### src/rtl/uart_pkg.sv
// Shared types for the parametrised UART: parity modes, FSM states and
// the parity helper used by both the transmitter and the receiver.
package uart_pkg;

  typedef enum logic [1:0] {
    PAR_NONE = 2'b00,
    PAR_EVEN = 2'b01,
    PAR_ODD  = 2'b10,
    PAR_RSVD = 2'b11
  } par_mode_e;

  typedef enum logic [2:0] {
    TX_IDLE,
    TX_START,
    TX_DATA,
    TX_PARITY,
    TX_STOP
  } tx_state_e;

  typedef enum logic [2:0] {
    RX_IDLE,
    RX_START,
    RX_DATA,
    RX_PARITY,
    RX_STOP
  } rx_state_e;

  // Parity bit for up to 9 data bits; callers zero-extend narrower words,
  // which leaves the reduction XOR unchanged.
  function automatic logic calc_parity(input logic [8:0] data, input logic odd);
    return (^data) ^ odd;
  endfunction

  function automatic logic par_enabled(input par_mode_e mode);
    return (mode == PAR_EVEN) || (mode == PAR_ODD);
  endfunction

endpackage

### src/rtl/uart_cfg_if.sv
// Host-side bus of uart_cfg: transmit request/status and receive word/flags.
interface uart_cfg_if
  import uart_pkg::*;
#(
  parameter int DATA_W = 8
) ();

  logic              trmt;
  logic [DATA_W-1:0] tx_data;
  par_mode_e         par_mode;
  logic              tx_done;
  logic              tx_busy;
  logic              clr_rdy;
  logic [DATA_W-1:0] rx_data;
  logic              rdy;
  logic              frame_err;
  logic              par_err;
  logic              overrun;

  modport master (
    output trmt, tx_data, par_mode, clr_rdy,
    input  tx_done, tx_busy, rx_data, rdy, frame_err, par_err, overrun
  );

  modport slave (
    input  trmt, tx_data, par_mode, clr_rdy,
    output tx_done, tx_busy, rx_data, rdy, frame_err, par_err, overrun
  );

endinterface

### src/rtl/uart_rx_core.sv
// UART receiver: 2-flop RX synchroniser, mid-bit sampling FSM with start
// glitch rejection, and sticky frame/parity/overrun flags.
module uart_rx_core
  import uart_pkg::*;
#(
  parameter int CLKS_PER_BIT = 2604,
  parameter int DATA_W       = 8
) (
  input  logic              clk,
  input  logic              rst_n,
  input  logic              RX,
  input  par_mode_e         par_mode,
  input  logic              clr_rdy,
  output logic [DATA_W-1:0] rx_data,
  output logic              rdy,
  output logic              frame_err,
  output logic              par_err,
  output logic              overrun
);

  localparam int CNT_W = $clog2(CLKS_PER_BIT + 1);
  localparam int IDX_W = $clog2(DATA_W);
  localparam logic [CNT_W-1:0] HALF_BIT = CNT_W'(CLKS_PER_BIT / 2);
  localparam logic [CNT_W-1:0] FULL_M1  = CNT_W'(CLKS_PER_BIT - 1);
  localparam logic [IDX_W-1:0] LAST_IDX = IDX_W'(DATA_W - 1);

  rx_state_e         state_q, state_d;
  logic [CNT_W-1:0]  cnt_q, cnt_d;
  logic [IDX_W-1:0]  idx_q, idx_d;
  logic [DATA_W-1:0] shreg_q, shreg_d;
  logic              sync1_q, sync1_d;
  logic              sync2_q, sync2_d;
  logic              prev_q, prev_d;
  logic              par_en_q, par_en_d;
  logic              par_odd_q, par_odd_d;
  logic              perr_pend_q, perr_pend_d;
  logic [DATA_W-1:0] rx_data_q, rx_data_d;
  logic              rdy_q, rdy_d;
  logic              frame_err_q, frame_err_d;
  logic              par_err_q, par_err_d;
  logic              overrun_q, overrun_d;
  logic              tick;

  // Next-state: sampling FSM; clr_rdy is applied first so that a frame
  // completing in the same cycle re-sets rdy and its own flags.
  always_comb begin
    state_d     = state_q;
    cnt_d       = cnt_q;
    idx_d       = idx_q;
    shreg_d     = shreg_q;
    par_en_d    = par_en_q;
    par_odd_d   = par_odd_q;
    perr_pend_d = perr_pend_q;
    rx_data_d   = rx_data_q;
    rdy_d       = rdy_q;
    frame_err_d = frame_err_q;
    par_err_d   = par_err_q;
    overrun_d   = overrun_q;
    sync1_d     = RX;
    sync2_d     = sync1_q;
    prev_d      = sync2_q;
    tick        = (cnt_q == '0);

    if (clr_rdy) begin
      rdy_d       = 1'b0;
      frame_err_d = 1'b0;
      par_err_d   = 1'b0;
      overrun_d   = 1'b0;
    end

    if (state_q != RX_IDLE && !tick) begin
      cnt_d = cnt_q - 1'b1;
    end

    unique case (state_q)
      RX_IDLE: begin
        if (prev_q && !sync2_q) begin
          state_d     = RX_START;
          cnt_d       = HALF_BIT;
          par_en_d    = par_enabled(par_mode);
          par_odd_d   = (par_mode == PAR_ODD);
          perr_pend_d = 1'b0;
        end
      end
      RX_START: begin
        if (tick) begin
          if (sync2_q) begin
            state_d = RX_IDLE;
          end else begin
            state_d = RX_DATA;
            cnt_d   = FULL_M1;
            idx_d   = '0;
          end
        end
      end
      RX_DATA: begin
        if (tick) begin
          shreg_d = {sync2_q, shreg_q[DATA_W-1:1]};
          cnt_d   = FULL_M1;
          if (idx_q == LAST_IDX) begin
            state_d = par_en_q ? RX_PARITY : RX_STOP;
          end else begin
            idx_d = idx_q + 1'b1;
          end
        end
      end
      RX_PARITY: begin
        if (tick) begin
          perr_pend_d = (sync2_q != calc_parity(9'(shreg_q), par_odd_q));
          cnt_d       = FULL_M1;
          state_d     = RX_STOP;
        end
      end
      RX_STOP: begin
        if (tick) begin
          state_d     = RX_IDLE;
          rx_data_d   = shreg_q;
          rdy_d       = 1'b1;
          frame_err_d = frame_err_d | ~sync2_q;
          par_err_d   = par_err_d | perr_pend_q;
          if (rdy_q && !clr_rdy) begin
            overrun_d = 1'b1;
          end
        end
      end
      default: state_d = RX_IDLE;
    endcase
  end

  // State and output registers; synchroniser flops idle high.
  always_ff @(posedge clk or negedge rst_n) begin
    if (!rst_n) begin
      state_q     <= RX_IDLE;
      cnt_q       <= '0;
      idx_q       <= '0;
      shreg_q     <= '0;
      sync1_q     <= 1'b1;
      sync2_q     <= 1'b1;
      prev_q      <= 1'b1;
      par_en_q    <= 1'b0;
      par_odd_q   <= 1'b0;
      perr_pend_q <= 1'b0;
      rx_data_q   <= '0;
      rdy_q       <= 1'b0;
      frame_err_q <= 1'b0;
      par_err_q   <= 1'b0;
      overrun_q   <= 1'b0;
    end else begin
      state_q     <= state_d;
      cnt_q       <= cnt_d;
      idx_q       <= idx_d;
      shreg_q     <= shreg_d;
      sync1_q     <= sync1_d;
      sync2_q     <= sync2_d;
      prev_q      <= prev_d;
      par_en_q    <= par_en_d;
      par_odd_q   <= par_odd_d;
      perr_pend_q <= perr_pend_d;
      rx_data_q   <= rx_data_d;
      rdy_q       <= rdy_d;
      frame_err_q <= frame_err_d;
      par_err_q   <= par_err_d;
      overrun_q   <= overrun_d;
    end
  end

  assign rx_data   = rx_data_q;
  assign rdy       = rdy_q;
  assign frame_err = frame_err_q;
  assign par_err   = par_err_q;
  assign overrun   = overrun_q;

endmodule

### src/rtl/uart_cfg.sv
// Parametrised full-duplex UART: inline transmitter FSM plus uart_rx_core.
module uart_cfg
  import uart_pkg::*;
#(
  parameter int CLKS_PER_BIT = 2604,
  parameter int DATA_W       = 8,
  parameter int STOP_BITS    = 1
) (
  input  logic       clk,
  input  logic       rst_n,
  uart_cfg_if.slave  host,
  output logic       TX,
  input  logic       RX
);

  localparam int CNT_W = $clog2(CLKS_PER_BIT + 1);
  localparam int IDX_W = $clog2(DATA_W);
  localparam logic [CNT_W-1:0] FULL_M1   = CNT_W'(CLKS_PER_BIT - 1);
  localparam logic [IDX_W-1:0] LAST_IDX  = IDX_W'(DATA_W - 1);
  localparam logic             LAST_STOP = 1'(STOP_BITS - 1);

  tx_state_e         state_q, state_d;
  logic [CNT_W-1:0]  cnt_q, cnt_d;
  logic [IDX_W-1:0]  idx_q, idx_d;
  logic              stop_idx_q, stop_idx_d;
  logic [DATA_W-1:0] shreg_q, shreg_d;
  logic              par_en_q, par_en_d;
  logic              par_bit_q, par_bit_d;
  logic              tx_q, tx_d;
  logic              busy_q, busy_d;
  logic              done_q, done_d;
  logic              tick;

  // Next-state: transmit sequencer; TX is derived from the next state so
  // the serial line comes straight from a flop.
  always_comb begin
    state_d    = state_q;
    cnt_d      = cnt_q;
    idx_d      = idx_q;
    stop_idx_d = stop_idx_q;
    shreg_d    = shreg_q;
    par_en_d   = par_en_q;
    par_bit_d  = par_bit_q;
    busy_d     = busy_q;
    done_d     = done_q;
    tick       = (cnt_q == FULL_M1);

    if (state_q != TX_IDLE) begin
      cnt_d = tick ? '0 : cnt_q + 1'b1;
    end

    unique case (state_q)
      TX_IDLE: begin
        if (host.trmt) begin
          state_d   = TX_START;
          cnt_d     = '0;
          shreg_d   = host.tx_data;
          par_en_d  = par_enabled(host.par_mode);
          par_bit_d = calc_parity(9'(host.tx_data), host.par_mode == PAR_ODD);
          busy_d    = 1'b1;
          done_d    = 1'b0;
        end
      end
      TX_START: begin
        if (tick) begin
          state_d = TX_DATA;
          idx_d   = '0;
        end
      end
      TX_DATA: begin
        if (tick) begin
          shreg_d = shreg_q >> 1;
          if (idx_q == LAST_IDX) begin
            state_d    = par_en_q ? TX_PARITY : TX_STOP;
            stop_idx_d = 1'b0;
          end else begin
            idx_d = idx_q + 1'b1;
          end
        end
      end
      TX_PARITY: begin
        if (tick) begin
          state_d    = TX_STOP;
          stop_idx_d = 1'b0;
        end
      end
      TX_STOP: begin
        if (tick) begin
          if (stop_idx_q == LAST_STOP) begin
            state_d = TX_IDLE;
            busy_d  = 1'b0;
            done_d  = 1'b1;
          end else begin
            stop_idx_d = stop_idx_q + 1'b1;
          end
        end
      end
      default: state_d = TX_IDLE;
    endcase

    unique case (state_d)
      TX_START:  tx_d = 1'b0;
      TX_DATA:   tx_d = shreg_d[0];
      TX_PARITY: tx_d = par_bit_d;
      default:   tx_d = 1'b1;
    endcase
  end

  // Transmitter registers; line idles high.
  always_ff @(posedge clk or negedge rst_n) begin
    if (!rst_n) begin
      state_q    <= TX_IDLE;
      cnt_q      <= '0;
      idx_q      <= '0;
      stop_idx_q <= 1'b0;
      shreg_q    <= '0;
      par_en_q   <= 1'b0;
      par_bit_q  <= 1'b0;
      tx_q       <= 1'b1;
      busy_q     <= 1'b0;
      done_q     <= 1'b0;
    end else begin
      state_q    <= state_d;
      cnt_q      <= cnt_d;
      idx_q      <= idx_d;
      stop_idx_q <= stop_idx_d;
      shreg_q    <= shreg_d;
      par_en_q   <= par_en_d;
      par_bit_q  <= par_bit_d;
      tx_q       <= tx_d;
      busy_q     <= busy_d;
      done_q     <= done_d;
    end
  end

  assign TX           = tx_q;
  assign host.tx_busy = busy_q;
  assign host.tx_done = done_q;

  uart_rx_core #(
    .CLKS_PER_BIT(CLKS_PER_BIT),
    .DATA_W      (DATA_W)
  ) u_rx (
    .clk      (clk),
    .rst_n    (rst_n),
    .RX       (RX),
    .par_mode (host.par_mode),
    .clr_rdy  (host.clr_rdy),
    .rx_data  (host.rx_data),
    .rdy      (host.rdy),
    .frame_err(host.frame_err),
    .par_err  (host.par_err),
    .overrun  (host.overrun)
  );

endmodule
### src/flat_wrapper.sv
// flat-port wrapper written by rule: the top's interface ports become plain ports
module uart_cfg_flat import uart_pkg::*;
#(
  parameter int CLKS_PER_BIT = 2604,
  parameter int DATA_W       = 8,
  parameter int STOP_BITS    = 1
)
  (clk, rst_n, TX, RX, host_trmt, host_tx_data, host_par_mode, host_clr_rdy, host_tx_done, host_tx_busy, host_rx_data, host_rdy, host_frame_err, host_par_err, host_overrun);
  uart_cfg_if #(.DATA_W(DATA_W)) host_i ();
  input  logic clk;
  input  logic rst_n;
  output logic TX;
  input  logic RX;
  input wire logic [$bits(host_i.trmt)-1:0] host_trmt;
  input wire logic [$bits(host_i.tx_data)-1:0] host_tx_data;
  input wire logic [$bits(host_i.par_mode)-1:0] host_par_mode;
  input wire logic [$bits(host_i.clr_rdy)-1:0] host_clr_rdy;
  output wire logic [$bits(host_i.tx_done)-1:0] host_tx_done;
  output wire logic [$bits(host_i.tx_busy)-1:0] host_tx_busy;
  output wire logic [$bits(host_i.rx_data)-1:0] host_rx_data;
  output wire logic [$bits(host_i.rdy)-1:0] host_rdy;
  output wire logic [$bits(host_i.frame_err)-1:0] host_frame_err;
  output wire logic [$bits(host_i.par_err)-1:0] host_par_err;
  output wire logic [$bits(host_i.overrun)-1:0] host_overrun;
  assign host_i.trmt = host_trmt;
  assign host_i.tx_data = host_tx_data;
  assign host_i.par_mode = host_par_mode;
  assign host_i.clr_rdy = host_clr_rdy;
  assign host_tx_done = host_i.tx_done;
  assign host_tx_busy = host_i.tx_busy;
  assign host_rx_data = host_i.rx_data;
  assign host_rdy = host_i.rdy;
  assign host_frame_err = host_i.frame_err;
  assign host_par_err = host_i.par_err;
  assign host_overrun = host_i.overrun;
  uart_cfg #(.CLKS_PER_BIT(CLKS_PER_BIT), .DATA_W(DATA_W), .STOP_BITS(STOP_BITS)) u_core (.clk(clk), .rst_n(rst_n), .host(host_i), .TX(TX), .RX(RX));
endmodule
### config.mk
export PLATFORM = sky130hd
export DESIGN_NAME = uart_cfg_flat
export DESIGN_NICKNAME = d
export VERILOG_FILES = /design/src/rtl/uart_pkg.sv /design/src/rtl/uart_cfg_if.sv /design/src/rtl/uart_rx_core.sv /design/src/rtl/uart_cfg.sv /design/src/flat_wrapper.sv
export SDC_FILE = /design/constraint.sdc
export NUM_CORES = 1
export LEC_CHECK = 0
export CELL_PAD_IN_SITES_DETAIL_PLACEMENT = 0
export CELL_PAD_IN_SITES_GLOBAL_PLACEMENT = 1
export CORE_MARGIN = 3
export CORE_UTILIZATION = 50
export CTS_BUF_LIST = sky130_fd_sc_hd__clkbuf_4 sky130_fd_sc_hd__clkbuf_8
export CTS_CLUSTER_DIAMETER = 100
export DETAILED_ROUTE_END_ITERATION = 6
export MAX_ROUTING_LAYER = met4
export PLACE_DENSITY = 0.94
export RECOVER_POWER = 50
export SLEW_MARGIN = 40
export SYNTH_ARGS = -nofsm -noshare
export SYNTH_HDL_FRONTEND = slang
export SYNTH_SLANG_ARGS = --single-unit
### constraint.sdc
create_clock -name clk -period 4.2 [get_ports clk]
set_input_delay 0.42 -clock clk [delete_from_list [all_inputs] [get_ports clk]]
set_output_delay 0.42 -clock clk [all_outputs]
set_load 0.05 [all_outputs]
==> impl_metrics.csv <==
group,metric,value,unit
cts,cts_hold_buf,0,
critical_path,worstPathArrival,3110,ps
run_status,outcome,"complete, but fails checks",
pwr,p_leak,1.88,nW
critical_path,crit_path_frequent_cell,"nand2_1",
run_status,violations,"capacitance limit, slew limit",
run,drv_cap,1,
die,dieArea,8640,µm²
sta,finalSetupViolCount,0,
route,postRouteAntennaNets,0,
cts,htreeDepth,3,
logic_synthesis,synth_edf_count,0,
route,via_count,2820,
sta,finalCritPeriodShare,0.686,
placement,post-place-ws,1720,ps
sta,timing.fmax,347,MHz
route,firstDrtPassIters,4,
logic_synthesis,syn_inst,369,
logic_synthesis,yosys_warnings,0,
grt,grt_pass1_wl,12.9,mm
critical_path,path_max_fanout,14,
placement,portBuffers,29,
critical_path,crit_chain,"clkdlybuf4s50_1 > nor4b_1 > nor2_1 > nand2_1 > nand2_1",
sta,relSlewSlack,-0.295,
grt,grt_start_max_net_pins,76,
logic_synthesis,netlist_area,3780,µm²
route,drc,0,
grt,grt-ovfl-total,0,
critical_path,crit_slowest_cell,"nor4b_1",
die,start_util,0.519,
logic_synthesis,syn_avg_cell_area,10.3,µm²
grt,grt_pass1_vias,2834,
critical_path,crit_path_start_kind,"input port",
cells_and_area,diodes,0,
cts,post_cts_buffers,0,
cells_and_area,utilization,0.603,
logic_synthesis,ys.flop_type,"dfrtp_1",
worst_hold_path,hp-class,"in2async",
cts,numCtsBuffers,9,
die,fp.coreArea,7290,µm²
die,io_pins,30,
route,wl,7.54,mm
sta,setup_slack,1320,ps
logic_synthesis,synth-seq-area-share,0.498,
logic_synthesis,synth_seq_cells,75,
cts,clk_path_buf_depth,2,
placement,dp_hpwl,5.18,mm
sta,skew,13.8,ps
cts,path_clk_slew,80,ps
placement,gp_congestion,0.844,
sta,finalCriticalPeriod,2880,ps
critical_path,rrSetupSlack,1320,ps
die,die_h,93.0,µm
sta,maxSlewViolCount,15,
route,drt-initial-drc-count,143,
die,rows,31,
sta,rsz0062_at_grt,"no",
critical_path,crit_buf_inv,1,
cts,cts_root_buffer,"clkbuf_8",
grt,grt_use_total,0.191,
cts,insertion_delay,350,ps
pwr,power_per_cell_area,428,nW/µm²
sta,tightest_slew,1910,ps
route,wl_per_cell,15.1,µm
cts,cts_tree,"done",
cts,cts_resized,0,
cells_and_area,nets,420,
grt,grt_antenna_before_repair,0,
logic_synthesis,synth_nets,392,
cells_and_area,final_common_cell,"dfrtp_1",
logic_synthesis,async_reset_ff_frac,1.00,
route,post_drt_via_cell_ratio,5.63,
die,fp.dieW,93.0,µm
logic_synthesis,yosysUniqueCellTypes,56,
cells_and_area,finalNonFillerCells,501,
cells_and_area,drive_gt1_frac,0.127,
critical_path,crit_family,"simple AND/OR/NAND/NOR gates",
sta,finalHoldViolCount,0,
cells_and_area,mostFrequentLayoutCells,"71 x dfrtp_1, 41 x nand2_1, 27 x o21ai_0, 27 x clkdlybuf4s50_1, 21 x xnor2_1",
cts,clkSinkCount,75,
placement,placedCellCount,485,
critical_path,path_class,"in2reg",
sta,tns,0,ps
critical_path,end_kind,"register",
pwr,ir_drop,274,µV
cells_and_area,syn_to_final_growth,16.2,%
critical_path,critical_path.max_stage_delay,1520,ps
critical_path,cp_data_required_time,4430,ps
## kinds of logic (layout without fill, tap and decap cells)
group	count (synthesis)	in the layout	share of synthesized area
AO/OA/AOI/OAI	72	72	0.119
XOR/XNOR	26	26	0.0638
adder cells (fa/ha/maj)	8	8	0.0265
buffers and inverters	25	58	0.0278
flip-flops	75	75	0.498
multiplexers	20	20	0.0592
AND/OR/NAND/NOR	143	143	0.206
## per-stage QoR
stage	instance area [µm²]	hold WS, ps	power (W)
finish	4400	90.6	0.00188
global route	4400	121	0.00198
CTS	4410	110	0.00190
detailed placement	4170	351	0.00121
global placement	4150	347	0.00119
floorplan	3780	124	0.00112
## report_power, final
part	internal, W	switching (W)	leakage [nW]
sequential	0.000796	0.0000828	0.945
clock	0.000400	0.000281	0.120
combinational	0.000151	0.000169	0.816
total	0.00135	0.000534	1.88
## per-layer routing
metal	vias to the layer above	part of all wire	global-route usage
li1	1373	-	-
met1	1370	0.44	0.226
met5	-	0	-
met2	70	0.51	0.325
met3	7	0.041	0.0523
met4	0	0.0078	0.0525
## layout make-up
type                    instances  area (µm²)
inverters                      12        45.0
multi-input cells             269        1800
repair buffers                 30         295
clock buffers                   9         124
clock inverters                 7         124
fillers                       632        2900
flip-flops and latches         75        1880
well taps                      99         124
## flip-flops by register name, indices dropped and copies added (netlist names), 3 cells and up
signal	cells
u_core.idx_q	3
u_core.u_rx.shreg_q	8
u_core.shreg_q	8
u_core.u_rx.rx_data	8
u_core.u_rx.state_q	3
u_core.cnt_q	12
u_core.u_rx.cnt_q	12
u_core.u_rx.idx_q	3
u_core.state_q	3
## path summary, 6_finish.rpt
check,start,cells after the start,end
setup / recovery,host_trmt,5,u_core.shreg_q[2]
hold / removal,rst_n,1,u_core.u_rx.cnt_q[1]
setup reg to reg,u_core.state_q[2],4,u_core.shreg_q[2]
hold reg to reg,u_core.u_rx.sync1_q,0,u_core.u_rx.prev_d
max in group asynchronous,rst_n,1,u_core.cnt_q[10]
min in group clk,u_core.u_rx.sync1_q,0,u_core.u_rx.prev_d
## worst reg2reg max path, delay by kind of cell (launching register included)
family / cells / cell delay [ps]
DFF: 1 / 540
and+or+nand+nor: 4 / 2230
## synth_stat cells (2+ instances only)
| cell type | count | area, µm² |
|---|---|---|
| dfrtp_1 | 71 | 1780 |
| nand2_1 | 41 | 154 |
| o21ai_0 | 27 | 135 |
| xnor2_1 | 21 | 184 |
| nor2_1 | 20 | 75.1 |
| mux2_2 | 19 | 214 |
| a21oi_1 | 14 | 70.1 |
| inv_1 | 12 | 45.0 |
| nand3_1 | 12 | 60.1 |
| nor3_1 | 11 | 55.1 |
| clkbuf_1 | 8 | 30.0 |
| ha_1 | 8 | 100 |
| a22oi_1 | 6 | 45.0 |
| and3_1 | 6 | 37.5 |
| nor3b_1 | 6 | 45.0 |
| nor4_1 | 6 | 37.5 |
| or3_1 | 6 | 37.5 |
| a21o_1 | 5 | 37.5 |
| nand2b_1 | 5 | 31.3 |
| and2_1 | 4 | 25.0 |
| dfstp_2 | 4 | 105 |
| nand4_1 | 4 | 25.0 |
| nor2b_1 | 4 | 25.0 |
| xor2_1 | 4 | 35.0 |
| a22o_1 | 3 | 26.3 |
| buf_2 | 3 | 15.0 |
| o211ai_1 | 3 | 22.5 |
| o22ai_1 | 3 | 18.8 |
| or2_2 | 3 | 18.8 |
| nor4b_1 | 2 | 17.5 |
| o31ai_1 | 2 | 15.0 |
| or4_4 | 2 | 22.5 |
Note: power is estimated with default switching activity, not from simulation.
